[config.mk]
export PLATFORM = sky130hd
export DESIGN_NAME = mult_sequencer
export DESIGN_NICKNAME = d
export VERILOG_FILES = /design/src/rtl/mult_sequencer.sv
export SDC_FILE = /design/constraint.sdc
export NUM_CORES = 1
export LEC_CHECK = 0
export CORE_MARGIN = 2
export CORE_UTILIZATION = 54
export CTS_CLUSTER_DIAMETER = 150
export DETAILED_ROUTE_END_ITERATION = 12
export GPL_TIMING_DRIVEN = 0
export PLACE_DENSITY_LB_ADDON = 0.1
export SYNTH_ARGS = -nofsm -noshare
export SYNTH_HDL_FRONTEND = slang
export SYNTH_SLANG_ARGS = --single-unit
[constraint.sdc]
create_clock -name CLK -period 7.55 [get_ports CLK]
set_input_delay 1.1325 -clock CLK [delete_from_list [all_inputs] [get_ports CLK]]
set_output_delay 1.1325 -clock CLK [all_outputs]
set_load 0.05 [all_outputs]
[src/rtl/mult_sequencer.sv]
// rtl/mult_sequencer.sv - radix-2 shift-add 32x32->64 MULT/MULTU sequencer on a shared adder
// One partial product per clock; sign handled by magnitude in, conditional negate out.
module mult_sequencer #(
  parameter int DATA_WIDTH = 32,
  parameter int CNT_WIDTH  = $clog2(DATA_WIDTH)
) (
  input  logic                  CLK,
  input  logic                  RST_N,
  input  logic                  START,
  input  logic                  SIGNED_OP,
  input  logic [DATA_WIDTH-1:0] OPERAND_A,
  input  logic [DATA_WIDTH-1:0] OPERAND_B,
  output logic [DATA_WIDTH-1:0] ADD_IN_1,
  output logic [DATA_WIDTH-1:0] ADD_IN_2,
  input  logic [DATA_WIDTH-1:0] ADD_OUT,
  output logic                  BUSY,
  output logic                  DONE,
  output logic [DATA_WIDTH-1:0] HI,
  output logic [DATA_WIDTH-1:0] LO
);

  localparam int MSB = DATA_WIDTH - 1;
  localparam logic [DATA_WIDTH-1:0]   ONE_W  = DATA_WIDTH'(1);
  localparam logic [2*DATA_WIDTH-1:0] ONE_2W = (2 * DATA_WIDTH)'(1);
  localparam logic [CNT_WIDTH-1:0]    LAST   = CNT_WIDTH'(DATA_WIDTH - 1);

  typedef enum logic [1:0] {
    S_IDLE = 2'd0,
    S_ITER = 2'd1,
    S_FIX  = 2'd2
  } state_t;

  state_t state, state_nxt;

  logic [CNT_WIDTH-1:0]    cnt;
  logic [DATA_WIDTH-1:0]   mcand;
  logic [DATA_WIDTH-1:0]   p_hi;
  logic [DATA_WIDTH-1:0]   p_lo;
  logic                    neg;
  logic [DATA_WIDTH-1:0]   hi_q;
  logic [DATA_WIDTH-1:0]   lo_q;
  logic                    done_q;

  logic [DATA_WIDTH-1:0]   abs_a;
  logic [DATA_WIDTH-1:0]   abs_b;
  logic                    carry;
  logic [2*DATA_WIDTH-1:0] product;
  logic [2*DATA_WIDTH-1:0] product_neg;

  // Magnitudes use a local negate so the shared adder stays free while idle.
  assign abs_a = OPERAND_A[MSB] ? (~OPERAND_A + ONE_W) : OPERAND_A;
  assign abs_b = OPERAND_B[MSB] ? (~OPERAND_B + ONE_W) : OPERAND_B;

  // The shared adder exposes no carry-out, so rebuild it from the operand and sum MSBs.
  assign carry = (ADD_IN_1[MSB] & ADD_IN_2[MSB]) |
                 ((ADD_IN_1[MSB] ^ ADD_IN_2[MSB]) & ~ADD_OUT[MSB]);

  assign product     = {p_hi, p_lo};
  assign product_neg = ~product + ONE_2W;

  assign BUSY = (state != S_IDLE);
  assign DONE = done_q;
  assign HI   = hi_q;
  assign LO   = lo_q;

  always_ff @(posedge CLK or negedge RST_N) begin
    if (!RST_N) begin
      state <= S_IDLE;
    end else begin
      state <= state_nxt;
    end
  end

  always_comb begin
    state_nxt = state;
    ADD_IN_1  = '0;
    ADD_IN_2  = '0;
    case (state)
      S_IDLE: begin
        if (START) begin
          state_nxt = S_ITER;
        end
      end
      S_ITER: begin
        ADD_IN_1 = p_hi;
        ADD_IN_2 = p_lo[0] ? mcand : '0;
        if (cnt == LAST) begin
          state_nxt = S_FIX;
        end
      end
      S_FIX: begin
        state_nxt = S_IDLE;
      end
      default: begin
        state_nxt = S_IDLE;
      end
    endcase
  end

  always_ff @(posedge CLK or negedge RST_N) begin
    if (!RST_N) begin
      cnt    <= '0;
      mcand  <= '0;
      p_hi   <= '0;
      p_lo   <= '0;
      neg    <= 1'b0;
      hi_q   <= '0;
      lo_q   <= '0;
      done_q <= 1'b0;
    end else begin
      done_q <= (state == S_FIX);
      case (state)
        S_IDLE: begin
          if (START) begin
            cnt   <= '0;
            mcand <= SIGNED_OP ? abs_a : OPERAND_A;
            p_lo  <= SIGNED_OP ? abs_b : OPERAND_B;
            p_hi  <= '0;
            neg   <= SIGNED_OP & (OPERAND_A[MSB] ^ OPERAND_B[MSB]);
          end
        end
        S_ITER: begin
          {p_hi, p_lo} <= {carry, ADD_OUT, p_lo[MSB:1]};
          cnt          <= cnt + CNT_WIDTH'(1);
        end
        S_FIX: begin
          {hi_q, lo_q} <= neg ? product_neg : product;
        end
        default: begin
          cnt <= '0;
        end
      endcase
    end
  end

endmodule
-- Word level (Yosys, flattened, before mapping)
Cells that the tools add are included.
- add/sub/neg operators: 4
- multiply operators: 0
- divide/modulo/power cells: 0
- $lt $le $gt $ge: 0
- eq/ne operators: 5
- shift-type cells: 0
- muxes and demuxes: 17
- bitwise logic cells: 11
- reduce and logical (&&, ||, !) cells: 7
- operators by type and width (cell ; count):
    32-bit 2-to-1 mux ; 9
    32-bit one-hot mux with 2 select lines ; 2
    32-bit by 1-bit adder with 32-bit output (second input constant) ; 2
    64-bit by 1-bit adder with 64-bit output (second input constant) ; 1
    64-bit 2-to-1 mux ; 1
    32-bit inverter ; 2
    64-bit inverter ; 1
    5-bit one-hot mux with 3 select lines ; 1
    2-bit AND reduction ; 4
    5-bit by 1-bit adder with 5-bit output (second input constant) ; 1
    5-bit == test (second input constant) ; 1
    5-bit 2-to-1 mux ; 1
    2-bit 2-to-1 mux ; 2
    2-bit != test (second input constant) ; 2
    2-bit one-hot mux with 2 select lines ; 1
    2-bit nonzero test ; 2
    1-bit AND ; 3
    2-bit by 1-bit == test with 1-bit output (second input constant) ; 1
    2-bit == test (second input constant) ; 1
    2-bit logical NOT ; 1
    1-bit inverter ; 2
    1-bit XOR ; 2
    1-bit bitwise OR ; 1
- register bits: 169
- latch bits: 0
- memory bits (writable): 0
- ROM bits: 0
- input port bits: 100
- output and inout port bits: 130
- word-level logic and storage cells: 53
- memories kept: 0

-- Logic depth before layout (Yosys ltp)
- word-level depth: 6
- mapped depth: 10
- mapped depth without buffers: 8

-- Worst setup path before layout
Ideal clock, no wire load.
- kind: input-to-reg
- start point: input port OPERAND_B[0]
- end point: register p_lo[28]
- library setup time: 0.138 ns
- data arrival time: 3.109 ns
- data required time: 7.412 ns
- setup slack: 4.304 ns
- stages on the path: 8
- path buffers: 0
- path through: inv_1 -> ha_1 -> or3b_2 -> or4_1 -> o21ai_0 -> o21ai_0 -> xnor2_1 -> a21oi_1
- cells in the longest elaborated chain, start to end: 6
- ends and longest elaborated chain (element ; line ; text):
    from (decl) ; 12 ; input logic [DATA_WIDTH-1:0] OPERAND_B,
    32-bit inverter ; 52 ; assign abs_b = OPERAND_B[MSB] ? (~OPERAND_B + ONE_W) : OPERAND_B;
    32-bit by 1-bit adder with 32-bit output ; 52 ;
    32-bit 2-to-1 mux ; 52 ;
    32-bit 2-to-1 mux ; 117 ; p_lo <= SIGNED_OP ? abs_b : OPERAND_B;
    32-bit 2-to-1 mux ; 114 ; if (START) begin
    32-bit one-hot mux with 2 select lines ; 112 ; case (state)
    to (signal assigned) ; 117 ;
    to (signal assigned) ; 123 ; {p_hi, p_lo} <= {carry, ADD_OUT, p_lo[MSB:1]};
    to (decl) ; 38 ; logic [DATA_WIDTH-1:0] p_lo;
Every way passes these cells. The select of a mux whose other input is x is not followed.
A chain may end at the register's enable or synchronous reset.

-- Worst setup path after layout
- start point: register state[0]
- end point: output port ADD_IN_2[31]
- cells in the longest elaborated chain, start to end: 2
- ends and longest elaborated chain (element ; line ; text):
    from (decl) ; 33 ; state_t state, state_nxt;
    from (signal assigned) ; 70 ; state <= state_nxt;
    2-bit by 1-bit == test with 1-bit output ; 78 ; case (state)
    32-bit 2-to-1 mux ; 78 ;
    to (decl) ; 14 ; output logic [DATA_WIDTH-1:0] ADD_IN_2,
Every way passes these cells.

==> flow_summary.toml <==
[cts]
cts.repair.resized = 0
htree_levels = 4
numCtsBuffers = 17
cts.clk_slew.worst_paths_ps = 70
clock-sinks = 169
clock_latency_ps = 430
cts_root_buffer = "clkbuf_16"
post_cts_buffers = 0
cts_tree = "done"
clk_path_buf_depth = 2
cts_hold_buf = 0

[final_layout]
finalNonFillerCells = 1507
area_growth_pct = 33.8
fill_cells = 1341
drive_above_1_share_pct = 4.37
nets = 1375
finalInstanceArea_mm2 = 0.0126
antenna_cells = 0

[synthesis]
yosysTopAreaCell = "dfrtp_1"
ys_seq_area_share_pct = 44.8
synth_area_leaders = "dfrtp_1 45%, o21ai_0 7.7%, xor2_1 7.6%, nand2_1 4.8%, and3_1 4.4%"
synth-edff-count = 0
netlist_instances = 1021
synth_fp_nets = 1127
synth-seq-cells = 169
syn_area_mm2 = 0.00944
synth_cell_types = 53
yosys-top-cells-count = "169 x dfrtp_1, 146 x o21ai_0, 120 x nand2_1"
ys.warnings.count = 0
avgSynthCellArea_um2 = 9.24
synth_ff_type = "dfrtp_1"
yosysMostFrequentCell = "dfrtp_1"
synth_top_area_share_pct = 44.8
async_reset_ff_share_pct = 100

[global_route]
grt_use_total_pct = 32.0
grt_max_degree = 89
grt_pass1_vias = 8631
grt_pass1_wl_um = 46100
globalRouteOverflowTotal = 0
antenna_found_initial = 0

[sta]
worstMarginPinSlew_ps = 1040
slew_violations = 0
setup-violations-final = 0
min_period_ps = 4370
max_clock_freq_mhz = 229
setup_slack_ps = 3180
rsz0062_at_grt = "false"
report.final.hold_viol_count = 0
clock_skew_ps = 11.1
relSlewSlack_pct = 30.2
tns_ps = 0
finalCritPeriodShare_pct = 57.9

[routing]
dr_wl_met2_um = 13300
vias = 8994
dr.pass1.iters = 5
wl_met3_um = 2700
wl_um = 29100
drt-initial-drc-count = 746
top_layer = "met4"
antenna_left = 0
drt-met1-wl_um = 12500
vias_per_cell = 5.97
remaining_drc_errors = 0
wl_per_cell_um = 19.3

[critical_path]
cpLargestDelayFamily = "buffers and inverters"
required_ps = 6420
path_cells = "inv_1 -> nor2_1 -> clkbuf_1 -> and3_1 -> clkdlybuf4s50_1"
crit_path_max_fanout = 10
cp-end-kind = "primary output"
cp_slowest_cell = "clkdlybuf4s50_1"
worst_setup_path_start_kind = "flip-flop"
path_class = "flip-flop to primary output"
arrival_ps = 3240
crit_buf_inv = 3
critPathMaxStageDelay_ps = 860

[placed_design]
place_ws_ps = 3310
gp_congestion = 0.909
placed_area_mm2 = 0.0120
numPlacedInstances = 1475
portBuffers = 228
dp_hpwl_um = 21800

[power_and_ir_drop]
power_density_mw_per_mm2 = 314
ir_worst_vdd_v = 0.000225
p_leak_nw = 5.20

[floorplan]
die_x_um = 136
core_mm2 = 0.0172
io_pins = 230
initial_utilization_pct = 54.9
rows = 48
fp.dieH_um = 136
die-area_mm2 = 0.0185

[outcome]
outcome = "finished clean"

[job]
maxCapViolCount = 0

[hold_path]
hold_class = "flip-flop to flip-flop"
[routing by layer]
metal,global-route usage (%),up-vias
li1,-,4226
met1,44.5,4322
met2,49.5,398
met3,7.76,48
met4,10.6,0
met5,0,-
[layout make-up]
type / instances / area [um^2] / area share [%]
clock buffer: 19 / 453 / 3.59
timing repair buffer: 229 / 2310 / 18.3
inverter: 14 / 52.6 / 0.416
multi-input combinational: 761 / 4860 / 38.5
sequential: 169 / 4230 / 33.5
tap: 225 / 282 / 2.23
buffer: 77 / 293 / 2.32
clock inverter: 13 / 144 / 1.14
[cell usage in the layout, fill, tap and decap left out, types with 28 or more instances in the layout]
cell type,synthesis,routed
nor2_1,28,28
xnor2_1,39,39
dfrtp_1,169,169
and3_1,66,66
a22o_1,30,30
clkdlybuf4s50_1,0,227
nand2_1,120,120
o31ai_1,31,31
clkbuf_1,67,67
o21ai_0,146,146
xor2_1,82,82
[path summary, 6_finish.rpt]
kind / start / endpoint / slack (ps) / cells past startpoint
max in group asynchronous: RST_N / p_lo[7] / 6030 / 2
worst max-delay path: state[0] / ADD_IN_2[31] / 3180 / 5
worst max register to register: p_lo[0] / HI[22] / 4390 / 10
worst min register to register: LO[4] / LO[4] / 480 / 2
worst min-delay path: LO[4] / LO[4] / 480 / 2
min in group asynchronous: RST_N / HI[18] / 660 / 1
[metrics by stage]
stage               power [mW]  util [%]  hold WS (ps)
CTS                       3.96      73.5           479
finish                    3.97      73.5           477
detailed placement        3.07      70.1           465
floorplan                 2.45         -           442
global route              4.17      73.5           500
global placement          3.04      69.9           453
[power breakdown]
group	leakage [nW]	internal (mW)	total, mW	switching, mW
Combinational	2.90	0.644	1.72	1.07
Sequential	2.02	1.12	1.37	0.250
Clock	0.282	0.507	0.882	0.374
[kinds of logic after synthesis]
kind of cell	Yosys count	share of synthesized area, %
buffers and inverters	91	3.66
AOI/OAI and AO/OA	314	21.3
muxes	2	0.212
DFF	169	44.8
xor gates and xnor gates	121	11.2
and+or+nand+nor	318	18.0
adders and majority gates	6	0.796
[sequential cells by signal, indices dropped and copies added, names as in the netlist]
signal	count
cnt	5
HI	32
neg	1
p_lo	32
state	2
LO	32
p_hi	32
DONE	1
mcand	32
[worst register-to-register path: stages (launching register included)]
cell and delay (ps):
dfrtp_1 400, clkbuf_1 290, inv_1 210, ha_1 210, or3b_2 510, nor4_1 270, nand4b_1 210, buf_2 270
o41ai_1 390, xor2_1 180, o21ai_0 90
Power figures use the tool's default switching activity.
